[src/rtl/ysyx_22041207_if_prefetch.sv]
// Instruction prefetch stage: several fetch reads in flight, an instruction queue
// toward decode, and a flush that discards stale responses after a redirect or trap.
module ysyx_22041207_if_prefetch #(
    parameter logic [63:0] RESET_PC        = 64'h8000_0000,
    parameter int          FIFO_DEPTH      = 4,
    parameter int          MAX_OUTSTANDING = 2
) (
    input  logic        clk,
    input  logic        rst,
    input  logic        redirect_valid,
    input  logic [63:0] redirect_pc,
    input  logic        trap_valid,
    input  logic [63:0] trap_vec,
    output logic        out_valid,
    input  logic        out_ready,
    output logic [31:0] inst_o,
    output logic [63:0] pc_o,
    output logic        rx_r_valid_i,
    input  logic        rx_r_ready_o,
    output logic [63:0] rx_r_addr_i,
    output logic [7:0]  rx_r_size_i,
    input  logic        rx_data_valid,
    output logic        rx_data_ready,
    input  logic [63:0] rx_data_read_o
);
    localparam int FW = $clog2(FIFO_DEPTH);
    localparam int CW = $clog2(FIFO_DEPTH + 1);
    localparam int OW = $clog2(MAX_OUTSTANDING + 1);
    localparam int IW = (MAX_OUTSTANDING > 1) ? $clog2(MAX_OUTSTANDING) : 1;
    localparam int SW = CW + OW;

    logic [63:0]   fetch_pc;
    logic          pend_stale;
    logic [63:0]   fifo_pc   [FIFO_DEPTH];
    logic [31:0]   fifo_inst [FIFO_DEPTH];
    logic [FW-1:0] rd_ptr, wr_ptr;
    logic [CW-1:0] fifo_count;
    logic [63:0]   inf_addr  [MAX_OUTSTANDING];
    logic [IW-1:0] inf_rd, inf_wr;
    logic [OW-1:0] live, drop;

    logic          addr_hs, data_hs, flush, keep, push, pop, hold_req, req_n;
    logic [63:0]   target, fetch_pc_n, head_addr;
    logic [31:0]   word;
    logic [OW-1:0] live_n, drop_n;
    logic [CW-1:0] count_n;
    logic [SW-1:0] fill_n, out_n;

    function automatic logic [IW-1:0] inf_next(input logic [IW-1:0] p);
        return (p == IW'(MAX_OUTSTANDING - 1)) ? '0 : p + IW'(1);
    endfunction

    assign rx_r_size_i   = 8'b0000_1111;
    assign rx_data_ready = (live != '0) || (drop != '0);
    assign out_valid     = fifo_count != '0;
    assign inst_o        = out_valid ? fifo_inst[rd_ptr] : '0;
    assign pc_o          = out_valid ? fifo_pc[rd_ptr] : '0;

    assign addr_hs   = rx_r_valid_i && rx_r_ready_o;
    assign data_hs   = rx_data_valid && rx_data_ready;
    assign flush     = redirect_valid || trap_valid;
    assign target    = redirect_valid ? redirect_pc : trap_vec;
    assign head_addr = inf_addr[inf_rd];
    assign word      = head_addr[2] ? rx_data_read_o[63:32] : rx_data_read_o[31:0];
    assign keep      = data_hs && (drop == '0);
    assign push      = keep && !flush;
    assign pop       = out_valid && out_ready && !flush;
    assign hold_req  = rx_r_valid_i && !rx_r_ready_o;

    // Next-state counters; the issue decision uses them so a raised request
    // always has credit in the cycle it is visible.
    always_comb begin
        live_n     = live;
        drop_n     = drop;
        count_n    = fifo_count;
        fetch_pc_n = fetch_pc;
        if (flush) begin
            drop_n     = live + drop + OW'(addr_hs) - OW'(data_hs);
            live_n     = '0;
            count_n    = '0;
            fetch_pc_n = target;
        end else begin
            // A request raised before a redirect completes at its old address
            // and must neither count as live nor advance fetch_pc.
            if (addr_hs && !pend_stale) begin
                live_n     = live_n + OW'(1);
                fetch_pc_n = fetch_pc + 64'd4;
            end
            if (addr_hs && pend_stale)     drop_n = drop_n + OW'(1);
            if (data_hs && drop != '0)     drop_n = drop_n - OW'(1);
            if (keep)                      live_n = live_n - OW'(1);
            count_n = fifo_count + CW'(push) - CW'(pop);
        end
        fill_n = SW'(count_n) + SW'(live_n);
        out_n  = SW'(live_n) + SW'(drop_n);
        req_n  = hold_req || ((fill_n < SW'(FIFO_DEPTH)) && (out_n < SW'(MAX_OUTSTANDING)));
    end

    always_ff @(posedge clk) begin
        if (rst) begin
            fetch_pc     <= RESET_PC;
            pend_stale   <= 1'b0;
            rx_r_valid_i <= 1'b0;
            rx_r_addr_i  <= '0;
            rd_ptr       <= '0;
            wr_ptr       <= '0;
            fifo_count   <= '0;
            inf_rd       <= '0;
            inf_wr       <= '0;
            live         <= '0;
            drop         <= '0;
        end else begin
            fetch_pc     <= fetch_pc_n;
            live         <= live_n;
            drop         <= drop_n;
            fifo_count   <= count_n;
            rx_r_valid_i <= req_n;
            rx_r_addr_i  <= hold_req ? rx_r_addr_i : fetch_pc_n;
            pend_stale   <= hold_req && (pend_stale || flush);
            if (addr_hs) inf_wr <= inf_next(inf_wr);
            if (data_hs) inf_rd <= inf_next(inf_rd);
            if (flush) begin
                rd_ptr <= '0;
                wr_ptr <= '0;
            end else begin
                if (push) wr_ptr <= wr_ptr + FW'(1);
                if (pop)  rd_ptr <= rd_ptr + FW'(1);
            end
        end
    end

    // Storage needs no reset: empty entries are masked on the outputs.
    always_ff @(posedge clk) begin
        if (!rst && addr_hs) inf_addr[inf_wr] <= rx_r_addr_i;
        if (!rst && push) begin
            fifo_pc[wr_ptr]   <= head_addr;
            fifo_inst[wr_ptr] <= word;
        end
    end
endmodule
[config.mk]
export PLATFORM = sky130hd
export DESIGN_NAME = ysyx_22041207_if_prefetch
export DESIGN_NICKNAME = d
export VERILOG_FILES = /design/src/rtl/ysyx_22041207_if_prefetch.sv
export SDC_FILE = /design/constraint.sdc
export NUM_CORES = 1
export LEC_CHECK = 0
export CAP_MARGIN = 20
export CORE_UTILIZATION = 50
export CTS_BUF_LIST = sky130_fd_sc_hd__clkbuf_8
export DETAILED_ROUTE_END_ITERATION = 6
export GPL_TIMING_DRIVEN = 0
export PLACE_DENSITY_LB_ADDON = 0.2
export SYNTH_ARGS = -nofsm -noshare
export SYNTH_HDL_FRONTEND = slang
export SYNTH_SLANG_ARGS = --single-unit
[constraint.sdc]
create_clock -name clk -period 14.9 [get_ports clk]
set_input_delay 1.49 -clock clk [delete_from_list [all_inputs] [get_ports clk]]
set_output_delay 1.49 -clock clk [all_outputs]
set_load 0.01 [all_outputs]
==> impl_metrics.csv <==
group,metric,value,unit
status,status,"complete, but fails checks",
status,violations,"DRC",
timing,maxSlewHeadroom,0.185,
power_and_ir_drop,share_comb_of_total_power,0.133,
cells_and_area,final_area,0.0338,mm^2
place,dp_cells,2825,
worst_setup_path,critPathKind,"register to output port",
global_routing,grt_pass1_wl,108,mm
timing,max_freq,179,MHz
clock_tree,clkLatencyLatePin,0.69,ns
hold_path,hold_class,"register to register",
cells_and_area,drive_above_1_share,0.174,
die,die_w,234,um
clock_tree,cts_root_buf,"clkbuf_8",
clock_tree,numCtsBuffers,105,
timing,worst_pin_slew,1.22,ns
routing,ant_nets,0,
routing,num_vias,17400,
routing,totalWireLength,75.4,mm
clock_tree,post_cts_buffers,0,
clock_tree,cts_hold_buffers,0,
logic_synthesis,syn_area_per_cell,15.3,um^2
cells_and_area,nets,2459,
power_and_ir_drop,p_sw,1.10,mW
logic_synthesis,synth_edf_count,512,
run,max_cap_viol_count,0,
power_and_ir_drop,p_leak,11.3,nW
place,routabilityCongestion,0.906,
logic_synthesis,yosysSeqAreaShare,0.679,
worst_setup_path,arrival,4.09,ns
global_routing,grt_use_total,0.275,
die,die_y,234,um
die,start_util,0.509,
hold_path,min_from,"rx_r_addr_i[32]$_SDFFE_PP0N_",
worst_setup_path,rr_worst_depth,13,
routing,routedWlPerCell,24.9,um
place,dpl.hpwl,53.1,mm
die,ioPinCount,370,
clock_tree,clk_pin_slew,0.06,ns
power_and_ir_drop,p_int,3.15,mW
timing,period_share,0.375,
worst_setup_path,crit_required,13.41,ns
logic_synthesis,synth_top_cell_area_share,0.570,
timing,clock_skew,0.0206,ns
die,rows,84,
hold_path,whs_endpoint,"inf_addr[1][32]$_DFFE_PP_",
global_routing,grt_pass1_vias,17400,
global_routing,antenna_found_initial,3,
routing,vias_per_cell,5.76,
place,place_worst_setup_slack,9.04,ns
worst_setup_path,r2r_setup_slack,11.29,ns
logic_synthesis,synth_cells,1757,
routing,dr.first_iter.drc_count,1632,
place,placed_cell_area,0.0318,mm^2
timing,layout_min_cycle_time,5.58,ns
clock_tree,cts.sinks,658,
timing,hold_viol,0,
place,port_buffers,358,
global_routing,overflow,0,
logic_synthesis,syn_area,0.0270,mm^2
routing,dr.pass1.iters,7,
worst_setup_path,worst_setup_path_end_kind,"output port",
die,fp.coreArea,0.0530,mm^2
worst_setup_path,timing.rr.start,"fifo_count[1]$_SDFF_PP0_",
timing,fin_ws,9.32,ns
clock_tree,htreeDepth,3,
timing,final_max_slew_viol_count,0,
worst_setup_path,rr_endpoint,"rx_r_valid_i$_SDFF_PP0_",
cells_and_area,syn2layout_area_growth,25.4,%
cells_and_area,final_common_cell,"edfxtp_1",
logic_synthesis,async_flop_share,0,
power_and_ir_drop,total_power,4.25,mW
logic_synthesis,yosysUniqueCellTypes,72,
logic_synthesis,synthTopCellsByArea,"edfxtp_1 (57%), dfxtp_1 (11%), mux4_2 (8.0%), mux2_2 (4.1%), and2_1 (2.5%)",
cells_and_area,finalNonFillerCells,3028,
worst_setup_path,cp_max_fo,10,
timing,setup_viol,0,
clock_tree,clock_path_buffers,3,
power_and_ir_drop,vdd_drop_max,0.0000696,V
global_routing,grt_max_degree,51,
power_and_ir_drop,power_density,126,mW/mm^2
power_and_ir_drop,seq_power_share,0.521,
logic_synthesis,yosys_warnings,0,
cells_and_area,layout_common_cells,"edfxtp_1 (512), clkdlybuf4s50_1 (358), dfxtp_1 (146)",
timing,whs,0.495,ns
die,dieArea,0.0549,mm^2
clock_tree,ctsResizeCount,0,
clock_tree,cts_tree,"yes",
routing,drc,45,
timing,finalSetupTns,0,ns
power_and_ir_drop,p_clk_frac,0.346,
hold_path,hold_path_depth,0,
worst_setup_path,crit_path_start_kind,"register",
logic_synthesis,synthFlopType,"edfxtp_1",
power_and_ir_drop,swShare,0.258,
logic_synthesis,yosysTopAreaCell,"edfxtp_1",
logic_synthesis,ys_ff_latch,658,
cells_and_area,final_util,0.638,
timing,rsz0062_at_grt,"no",
## cell usage after synthesis (7+ instances only)
master	number
a211oi_1	15
a21boi_0	7
a21oi_1	45
a22o_1	7
a31oi_1	8
and2_1	106
and3_1	30
and4_1	7
buf_1	17
buf_2	7
buf_4	8
clkbuf_1	79
dfxtp_1	146
edfxtp_1	512
ha_1	11
inv_1	19
mux2_2	97
mux2i_1	13
mux4_2	96
nand2_1	93
nand3_1	24
nand4_1	21
nor2_1	92
nor3_1	40
nor4_1	14
o211ai_1	7
o21ai_0	31
o22a_1	11
o22ai_1	33
or3_1	12
or4_1	7
xnor2_1	34
xor2_1	14
## final cells by class
type / instances / area (um^2)
clock inverter: 77 / 373
clock buffer: 121 / 1670
buffer: 112 / 468
tap: 688 / 861
fill: 3962 / 19100
timing repair buffer: 376 / 3900
inverter: 19 / 71.3
multi-input combinational: 974 / 8180
sequential: 658 / 18300
antenna: 3 / 7.51
## per-layer routing
layer	global-route usage	up-vias	part of all wire	routed length, um
li1	-	7810	-	-
met1	0.372	8752	0.42	31300
met2	0.438	755	0.47	35800
met3	0.0531	124	0.079	5990
met4	0.111	2	0.030	2270
met5	0	-	0.00023	17
## cells by family after synthesis
kind of cell / Yosys count / synth area share
muxes: 206 / 0.126
other: 2 / 0.000279
and+or+nand+nor: 479 / 0.0973
buffers and inverters: 131 / 0.0200
xor gates and xnor gates: 48 / 0.0156
AOI/OAI and AO/OA: 219 / 0.0554
adders and majority gates: 14 / 0.00733
DFF: 658 / 0.679
## worst max path at each step
stage,startpoint,slack (ns),to,cells past startpoint
6_report,register,9.32,pc_o[49],6
5_1_grt,register,9.05,pc_o[44],6
4_1_cts,register,9.18,pc_o[49],6
3_5_place_dp,redirect_valid,9.04,rx_r_valid_i$_SDFF_PP0_,16
3_3_place_gp,rst,3.82,inf_addr[0][41]$_DFFE_PP_,3
2_1_floorplan,rst,8.01,inf_addr[0][0]$_DFFE_PP_,3
## flip-flops by register name, indices dropped and copies added (netlist names), named ones only
name / count
live: 2
rx_r_valid_i: 1
inf_rd: 1
rd_ptr: 2
rx_r_addr_i: 64
fifo_count: 3
fifo_pc: 256
inf_addr: 128
inf_wr: 1
fifo_inst: 128
wr_ptr: 2
drop: 2
pend_stale: 1
fetch_pc: 64
## critical path, cell delays in order (launching register included)
cell and delay [ns]:
dfxtp_1 0.30, clkbuf_1 0.51, buf_2 0.45, buf_1 0.83, mux4_2 0.65, and2_1 0.18, clkdlybuf4s50_1 0.47
## power by group through the flow
stage | Sequential (mW) | Combinational, mW | Clock, mW
2_1_floorplan | 2.23 | 0.282 | 0
6_report | 2.21 | 0.565 | 1.47
3_5_place_dp | 2.25 | 0.559 | 0
5_1_grt | 2.22 | 0.602 | 1.58
4_1_cts | 2.21 | 0.563 | 1.50
3_3_place_gp | 2.25 | 0.537 | 0
(Power assumes the default switching activity.)
